===== src/rtl/sal_multi_bank_sched_if.sv =====
// Bank request/grant bus and registered DFI command bus of the multi-bank scheduler.
// master = scheduler side, slave = bank controllers / DFI consumer side.
interface sal_multi_bank_sched_if #(
   parameter int BK_CNT = 4,
   parameter int BA_W   = 2,
   parameter int ADDR_W = 14
);
   logic [BK_CNT-1:0]        req_valid;
   logic [2*BK_CNT-1:0]      req_cmd;
   logic [ADDR_W*BK_CNT-1:0] req_addr;
   logic [BK_CNT-1:0]        gnt;
   logic                     dfi_cs_n;
   logic                     dfi_ras_n;
   logic                     dfi_cas_n;
   logic                     dfi_we_n;
   logic [BA_W-1:0]          dfi_bank;
   logic [ADDR_W-1:0]        dfi_address;

   modport master (
      input  req_valid, req_cmd, req_addr,
      output gnt, dfi_cs_n, dfi_ras_n, dfi_cas_n, dfi_we_n, dfi_bank, dfi_address
   );

   modport slave (
      output req_valid, req_cmd, req_addr,
      input  gnt, dfi_cs_n, dfi_ras_n, dfi_cas_n, dfi_we_n, dfi_bank, dfi_address
   );
endinterface


===== src/rtl/sal_multi_bank_sched.sv =====
// Round-robin DDR2 command scheduler (optional CAS-first) with tWTR/tRTW/tRRD spacing.
// gnt is same-cycle combinational, DFI is registered (+1); a bank holds its request until granted.
module sal_multi_bank_sched #(
   parameter int BK_CNT = 4,
   parameter int BA_W   = 2,
   parameter int ADDR_W = 14,
   parameter int TMR_W  = 4
) (
   input  logic                  clk,
   input  logic                  rst_n,
   input  logic                  sched_en,
   input  logic                  cas_first_en,
   input  logic [TMR_W-1:0]      twtr,
   input  logic [TMR_W-1:0]      trtw,
   input  logic [TMR_W-1:0]      trrd,
   sal_multi_bank_sched_if.master bus
);
   localparam int PTR_W = (BK_CNT > 1) ? $clog2(BK_CNT) : 1;
   localparam logic [ADDR_W-1:0] A10_MASK = ADDR_W'(1) << 10;

   typedef enum logic [1:0] {CMD_ACT = 2'd0, CMD_RD = 2'd1, CMD_WR = 2'd2, CMD_PRE = 2'd3} cmd_e;

   logic [PTR_W-1:0]  rr_ptr_q, rr_ptr_d;
   logic [TMR_W-1:0]  wr2rd_q, wr2rd_d, rd2wr_q, rd2wr_d, act2act_q, act2act_d;
   logic              cs_n_q, cs_n_d, ras_n_q, ras_n_d, cas_n_q, cas_n_d, we_n_q, we_n_d;
   logic [BA_W-1:0]   bank_q, bank_d;
   logic [ADDR_W-1:0] addr_q, addr_d;

   logic [BK_CNT-1:0] elig, cas_elig, cand, gnt;
   logic              gnt_vld;
   logic [PTR_W-1:0]  win, idx;
   cmd_e              win_cmd;
   logic [ADDR_W-1:0] win_addr;

   // Saturating decrement; also yields max(x,1)-1 when loading a timer from config.
   function automatic logic [TMR_W-1:0] dec_sat(input logic [TMR_W-1:0] t);
      return (t == '0) ? '0 : t - 1'b1;
   endfunction

   always_comb begin
      elig     = '0;
      cas_elig = '0;
      for (int b = 0; b < BK_CNT; b++) begin
         case (cmd_e'(bus.req_cmd[2*b +: 2]))
            CMD_RD:  elig[b] = bus.req_valid[b] && (wr2rd_q == '0);
            CMD_WR:  elig[b] = bus.req_valid[b] && (rd2wr_q == '0);
            CMD_ACT: elig[b] = bus.req_valid[b] && (act2act_q == '0);
            default: elig[b] = bus.req_valid[b];
         endcase
         cas_elig[b] = elig[b] && ((bus.req_cmd[2*b +: 2] == CMD_RD) ||
                                   (bus.req_cmd[2*b +: 2] == CMD_WR));
      end

      cand = (cas_first_en && (|cas_elig)) ? cas_elig : elig;
      if (!sched_en || !rst_n) begin
         cand = '0;
      end
      gnt_vld = |cand;

      // Scan from the far end back toward rr_ptr so the last hit is the first in rotation order.
      win = '0;
      idx = '0;
      for (int i = BK_CNT - 1; i >= 0; i--) begin
         idx = PTR_W'((int'(rr_ptr_q) + i) % BK_CNT);
         if (cand[idx]) begin
            win = idx;
         end
      end

      gnt      = gnt_vld ? (BK_CNT'(1) << win) : '0;
      win_cmd  = cmd_e'(bus.req_cmd[2*win +: 2]);
      win_addr = bus.req_addr[ADDR_W*win +: ADDR_W];

      rr_ptr_d  = rr_ptr_q;
      wr2rd_d   = dec_sat(wr2rd_q);
      rd2wr_d   = dec_sat(rd2wr_q);
      act2act_d = dec_sat(act2act_q);
      cs_n_d    = 1'b1;
      ras_n_d   = 1'b1;
      cas_n_d   = 1'b1;
      we_n_d    = 1'b1;
      bank_d    = bank_q;
      addr_d    = addr_q;

      if (gnt_vld) begin
         rr_ptr_d = (win == PTR_W'(BK_CNT - 1)) ? '0 : win + 1'b1;
         cs_n_d   = 1'b0;
         bank_d   = BA_W'(win);
         case (win_cmd)
            CMD_ACT: begin
               ras_n_d   = 1'b0;
               act2act_d = dec_sat(trrd);
               addr_d    = win_addr;
            end
            CMD_RD: begin
               cas_n_d = 1'b0;
               rd2wr_d = dec_sat(trtw);
               addr_d  = win_addr & ~A10_MASK;
            end
            CMD_WR: begin
               cas_n_d = 1'b0;
               we_n_d  = 1'b0;
               wr2rd_d = dec_sat(twtr);
               addr_d  = win_addr & ~A10_MASK;
            end
            default: begin
               ras_n_d = 1'b0;
               we_n_d  = 1'b0;
               addr_d  = '0;
            end
         endcase
      end
   end

   always_ff @(posedge clk) begin
      if (!rst_n) begin
         rr_ptr_q  <= '0;
         wr2rd_q   <= '0;
         rd2wr_q   <= '0;
         act2act_q <= '0;
         cs_n_q    <= 1'b1;
         ras_n_q   <= 1'b1;
         cas_n_q   <= 1'b1;
         we_n_q    <= 1'b1;
         bank_q    <= '0;
         addr_q    <= '0;
      end else begin
         rr_ptr_q  <= rr_ptr_d;
         wr2rd_q   <= wr2rd_d;
         rd2wr_q   <= rd2wr_d;
         act2act_q <= act2act_d;
         cs_n_q    <= cs_n_d;
         ras_n_q   <= ras_n_d;
         cas_n_q   <= cas_n_d;
         we_n_q    <= we_n_d;
         bank_q    <= bank_d;
         addr_q    <= addr_d;
      end
   end

   assign bus.gnt         = gnt;
   assign bus.dfi_cs_n    = cs_n_q;
   assign bus.dfi_ras_n   = ras_n_q;
   assign bus.dfi_cas_n   = cas_n_q;
   assign bus.dfi_we_n    = we_n_q;
   assign bus.dfi_bank    = bank_q;
   assign bus.dfi_address = addr_q;
endmodule


===== src/flat_wrapper.sv =====
// flat-port wrapper written by rule: the top's interface ports become plain ports
module sal_multi_bank_sched_flat 
#(
   parameter int BK_CNT = 4,
   parameter int BA_W   = 2,
   parameter int ADDR_W = 14,
   parameter int TMR_W  = 4
)
  (clk, rst_n, sched_en, cas_first_en, twtr, trtw, trrd, bus_req_valid, bus_req_cmd, bus_req_addr, bus_gnt, bus_dfi_cs_n, bus_dfi_ras_n, bus_dfi_cas_n, bus_dfi_we_n, bus_dfi_bank, bus_dfi_address);
  sal_multi_bank_sched_if #(.BK_CNT(BK_CNT), .BA_W(BA_W), .ADDR_W(ADDR_W)) bus_i ();
  input  logic clk;
  input  logic rst_n;
  input  logic sched_en;
  input  logic cas_first_en;
  input  logic [TMR_W-1:0] twtr;
  input  logic [TMR_W-1:0] trtw;
  input  logic [TMR_W-1:0] trrd;
  input wire logic [$bits(bus_i.req_valid)-1:0] bus_req_valid;
  input wire logic [$bits(bus_i.req_cmd)-1:0] bus_req_cmd;
  input wire logic [$bits(bus_i.req_addr)-1:0] bus_req_addr;
  output wire logic [$bits(bus_i.gnt)-1:0] bus_gnt;
  output wire logic [$bits(bus_i.dfi_cs_n)-1:0] bus_dfi_cs_n;
  output wire logic [$bits(bus_i.dfi_ras_n)-1:0] bus_dfi_ras_n;
  output wire logic [$bits(bus_i.dfi_cas_n)-1:0] bus_dfi_cas_n;
  output wire logic [$bits(bus_i.dfi_we_n)-1:0] bus_dfi_we_n;
  output wire logic [$bits(bus_i.dfi_bank)-1:0] bus_dfi_bank;
  output wire logic [$bits(bus_i.dfi_address)-1:0] bus_dfi_address;
  assign bus_i.req_valid = bus_req_valid;
  assign bus_i.req_cmd = bus_req_cmd;
  assign bus_i.req_addr = bus_req_addr;
  assign bus_gnt = bus_i.gnt;
  assign bus_dfi_cs_n = bus_i.dfi_cs_n;
  assign bus_dfi_ras_n = bus_i.dfi_ras_n;
  assign bus_dfi_cas_n = bus_i.dfi_cas_n;
  assign bus_dfi_we_n = bus_i.dfi_we_n;
  assign bus_dfi_bank = bus_i.dfi_bank;
  assign bus_dfi_address = bus_i.dfi_address;
  sal_multi_bank_sched #(.BK_CNT(BK_CNT), .BA_W(BA_W), .ADDR_W(ADDR_W), .TMR_W(TMR_W)) u_core (.clk(clk), .rst_n(rst_n), .sched_en(sched_en), .cas_first_en(cas_first_en), .twtr(twtr), .trtw(trtw), .trrd(trrd), .bus(bus_i));
endmodule

===== config.mk =====
export PLATFORM = sky130hd
export DESIGN_NAME = sal_multi_bank_sched_flat
export DESIGN_NICKNAME = d
export VERILOG_FILES = /design/src/rtl/sal_multi_bank_sched_if.sv /design/src/rtl/sal_multi_bank_sched.sv /design/src/flat_wrapper.sv
export SDC_FILE = /design/constraint.sdc
export NUM_CORES = 1
export LEC_CHECK = 0
export BUFFER_PORTS_ARGS = -buffer_cell sky130_fd_sc_hd__buf_2
export CAP_MARGIN = 30
export CORE_MARGIN = 5
export CORE_UTILIZATION = 50
export CTS_CLUSTER_DIAMETER = 150
export DETAILED_ROUTE_END_ITERATION = 8
export GPL_TIMING_DRIVEN = 0
export PLACE_DENSITY = 0.9
export SLEW_MARGIN = 15
export SYNTH_ARGS = -nofsm -noshare
export SYNTH_HDL_FRONTEND = slang
export SYNTH_SLANG_ARGS = --single-unit

===== constraint.sdc =====
create_clock -name clk -period 6.8 [get_ports clk]
set_clock_uncertainty 0.1 [all_clocks]
set_input_delay 1.02 -clock clk [delete_from_list [all_inputs] [get_ports clk]]
set_output_delay 1.02 -clock clk [all_outputs]
set_load 0.05 [all_outputs]

==> metrics.yaml <==
status:
  status: "complete, no violations"
setup_path:
  crit_slowest_cell: "o311ai_4"
  worstPathRequired_ns: 6.91
  cpPeakStageDelay_ns: 0.52
  cp-start-kind: "primary input"
  cp_cell_sequence: "buf_2 > inv_1 > ha_1 > nor2_1 > a21oi_1 > a31oi_1 > o311ai_2 > nand2_1 > o311ai_4 > and2_1 > buf_4 > a21oi_1 > mux2_2 > ha_1 > inv_1 > o21ai_0 > a211oi_2 > clkbuf_1 > nand3_1 > o211ai_2"
  crit_family: "compound AO/OA/AOI/OAI gates"
  criticalPathCategory: "primary input to flip-flop"
  cp_max_fo: 10
  path_buf_inv: 5
  critPathCaptureType: "flip-flop"
  arrival_ns: 5.25
detailed_routing:
  first_pass_iters: 7
  viasPerCell: 5.82
  drc_errors: 0
  vias: 3148
  detail-route-antenna-nets: 0
  wl_per_cell_um: 15.7
  drt_iter0_drc: 211
  wl_mm: 8.47
yosys:
  synth_area_leaders: "dfxtp_1, ha_1, nand2_1"
  synth_common_cells: "nand2_1, dfxtp_1, nor3_1"
  yosysTopAreaCell: "dfxtp_1"
  synth_top_area_share_pct: 23.8
  synth-seq-cells: 34
  synth_edf_count: 0
  avgSynthCellArea_um2: 8.08
  yosys.cell_types.count: 50
  synth.most_common_cell: "nand2_1"
  synth_flop_cell: "dfxtp_1"
  yosysWarnings: 0
  synth-seq-area-share_pct: 23.8
  syn_inst: 354
  synth_nets: 458
  async_reset_ff_share_pct: 0
  netlist_area_um2: 2860
sta:
  hold_viol: 0
  tns_ns: 0
  fmax_mhz: 195
  fin_ws_ns: 1.66
  slew_headroom_pct: 53.2
  period_needed_ns: 5.14
  rsz0062_at_grt: "no"
  setup_viol: 0
  report.final.slew_viol_count: 0
  period_share_pct: 75.6
  worstMarginPinSlew_ns: 0.701
placed_design:
  place_ws_ns: 1.45
  place_area_um2: 3490
  hpwl_mm: 6.85
  dpl.cell_count: 533
  port_buffers: 107
  gp_congestion: 0.934
power_and_ir_drop:
  sw_frac_of_total_pct: 41.2
  comb_power_share_pct: 44.3
  p_int_w: 0.000454
  cellLeakagePower_nw: 1.57
  p_clk_share_pct: 23.4
  power_switching_w: 0.000318
  max-vdd-ir-drop_mv: 0.188
  powerDensity_nw_per_um2: 215
  p_seq_share_pct: 32.3
cells_and_area:
  finalNonFillerCells: 541
  fin_nets: 572
  fillers: 464
  utilization_pct: 64.9
  syn_to_final_growth_pct: 25.6
  final_layout_size_suffix_gt1_share_pct: 30.5
  diodes: 0
  final_area_um2: 3590
worst_hold_path:
  hold_class: "flip-flop to flip-flop"
clocking:
  clk_latency_ns: 0.28
  numCtsBuffers: 5
  path_clk_slew_ns: 0.07
  cts.sinks: 34
  cts_resized: 0
  cts_tree: "done"
  htree_levels: 2
  root_buffer: "clkbuf_8"
  cts_setup_buffers: 0
  clk_path_buf_depth: 2
  ctsHoldBuffers: 0
floorplan:
  core_um2: 5540
  die_area_um2: 7340
  die_h_um: 85.7
  die_w_um: 85.7
  start_util_pct: 51.6
  num_rows: 27
  io_pins: 108
flow_run:
  drv_cap: 0
global_routing:
  grt_use_total_pct: 22.5
  grt_max_degree: 12
  grt_pass1_vias: 2988
  grt_pass1_wl_mm: 13.6
  antenna_found_initial: 0
  gr-total-overflow: 0
[worst paths after layout]
check / from / endpoint / slack (ns) / cells past startpoint
max: bus_req_cmd[0] / u_core.bus.dfi_address[9] / 1.66 / 20
min: u_core.bus.dfi_bank[0] / u_core.bus.dfi_bank[0] / 0.34 / 2
max reg2reg: u_core.act2act_q[1] / u_core.bus.dfi_address[9] / 2.07 / 17
min reg2reg: u_core.bus.dfi_bank[0] / u_core.bus.dfi_bank[0] / 0.34 / 2
[through the flow]
stage / hold slack, ns / total power (W)
after floorplan: 0.406 / 0.000496
after global placement: 0.328 / 0.000579
after detailed placement: 0.337 / 0.000590
after CTS: 0.348 / 0.000770
after global routing: 0.378 / 0.000817
final: 0.341 / 0.000772
[cell type report]
| class | instances | area [um^2] | share of cell area (%) |
|---|---|---|---|
| well taps | 72 | 90.1 | 2.51 |
| clock inverters | 1 | 30.0 | 0.836 |
| plain buffers | 18 | 93.8 | 2.61 |
| clock buffers | 7 | 76.3 | 2.12 |
| multi-input cells | 286 | 2030 | 56.4 |
| repair buffers | 107 | 536 | 14.9 |
| flip-flops and latches | 34 | 681 | 18.9 |
| inverters | 16 | 60.1 | 1.67 |
[state kept, by name, indices dropped and copies added, names as in the netlist, 2 cells and up]
| signal | flops |
|---|---|
| u_core.act2act_q | 4 |
| u_core.bus.dfi_address | 14 |
| u_core.bus.dfi_bank | 2 |
| u_core.rd2wr_q | 4 |
| u_core.rr_ptr_q | 2 |
| u_core.wr2rd_q | 4 |
[logic make-up (layout without fill, tap and decap cells)]
family / after synthesis / in the layout / synth area share (%)
fa+ha+maj: 20 / 20 / 8.75
flops: 34 / 34 / 23.8
simple gates: 142 / 142 / 27.4
buf+inv: 34 / 149 / 5.38
mux: 17 / 17 / 6.03
compound gates: 107 / 107 / 28.6
[per-layer routing]
metal | wire, um | global-route usage, % | share of wire (%)
met1 | 3630 | 29.1 | 43
met5 | 0 | 0 | 0
met3 | 496 | 3.36 | 5.9
met4 | 138 | 6.33 | 1.6
met2 | 4210 | 38.7 | 50
[power groups by stage]
| stage | sequential (W) | clock (W) | combinational (W) |
|---|---|---|---|
| after floorplan | 0.000314 | 0 | 0.000181 |
| after global placement | 0.000252 | 0 | 0.000327 |
| after detailed placement | 0.000253 | 0 | 0.000337 |
| after CTS | 0.000249 | 0.000181 | 0.000340 |
| after global routing | 0.000253 | 0.000192 | 0.000371 |
| final | 0.000249 | 0.000181 | 0.000342 |
[placed cells by master (no fill, tap or decap), drive strengths merged, types with 17 or more instances in the layout]
master,instances
dfxtp,34
nor3,27
a21oi,19
a31oi,17
nand2,42
buf,116
nand3,18
ha,20
[tightest hold or removal path: stages (launching register included)]
cell and delay [ns]:
dfxtp_1 0.31, nand2_1 0.05, nand2_1 0.04
Power figures use the tool's default switching activity.
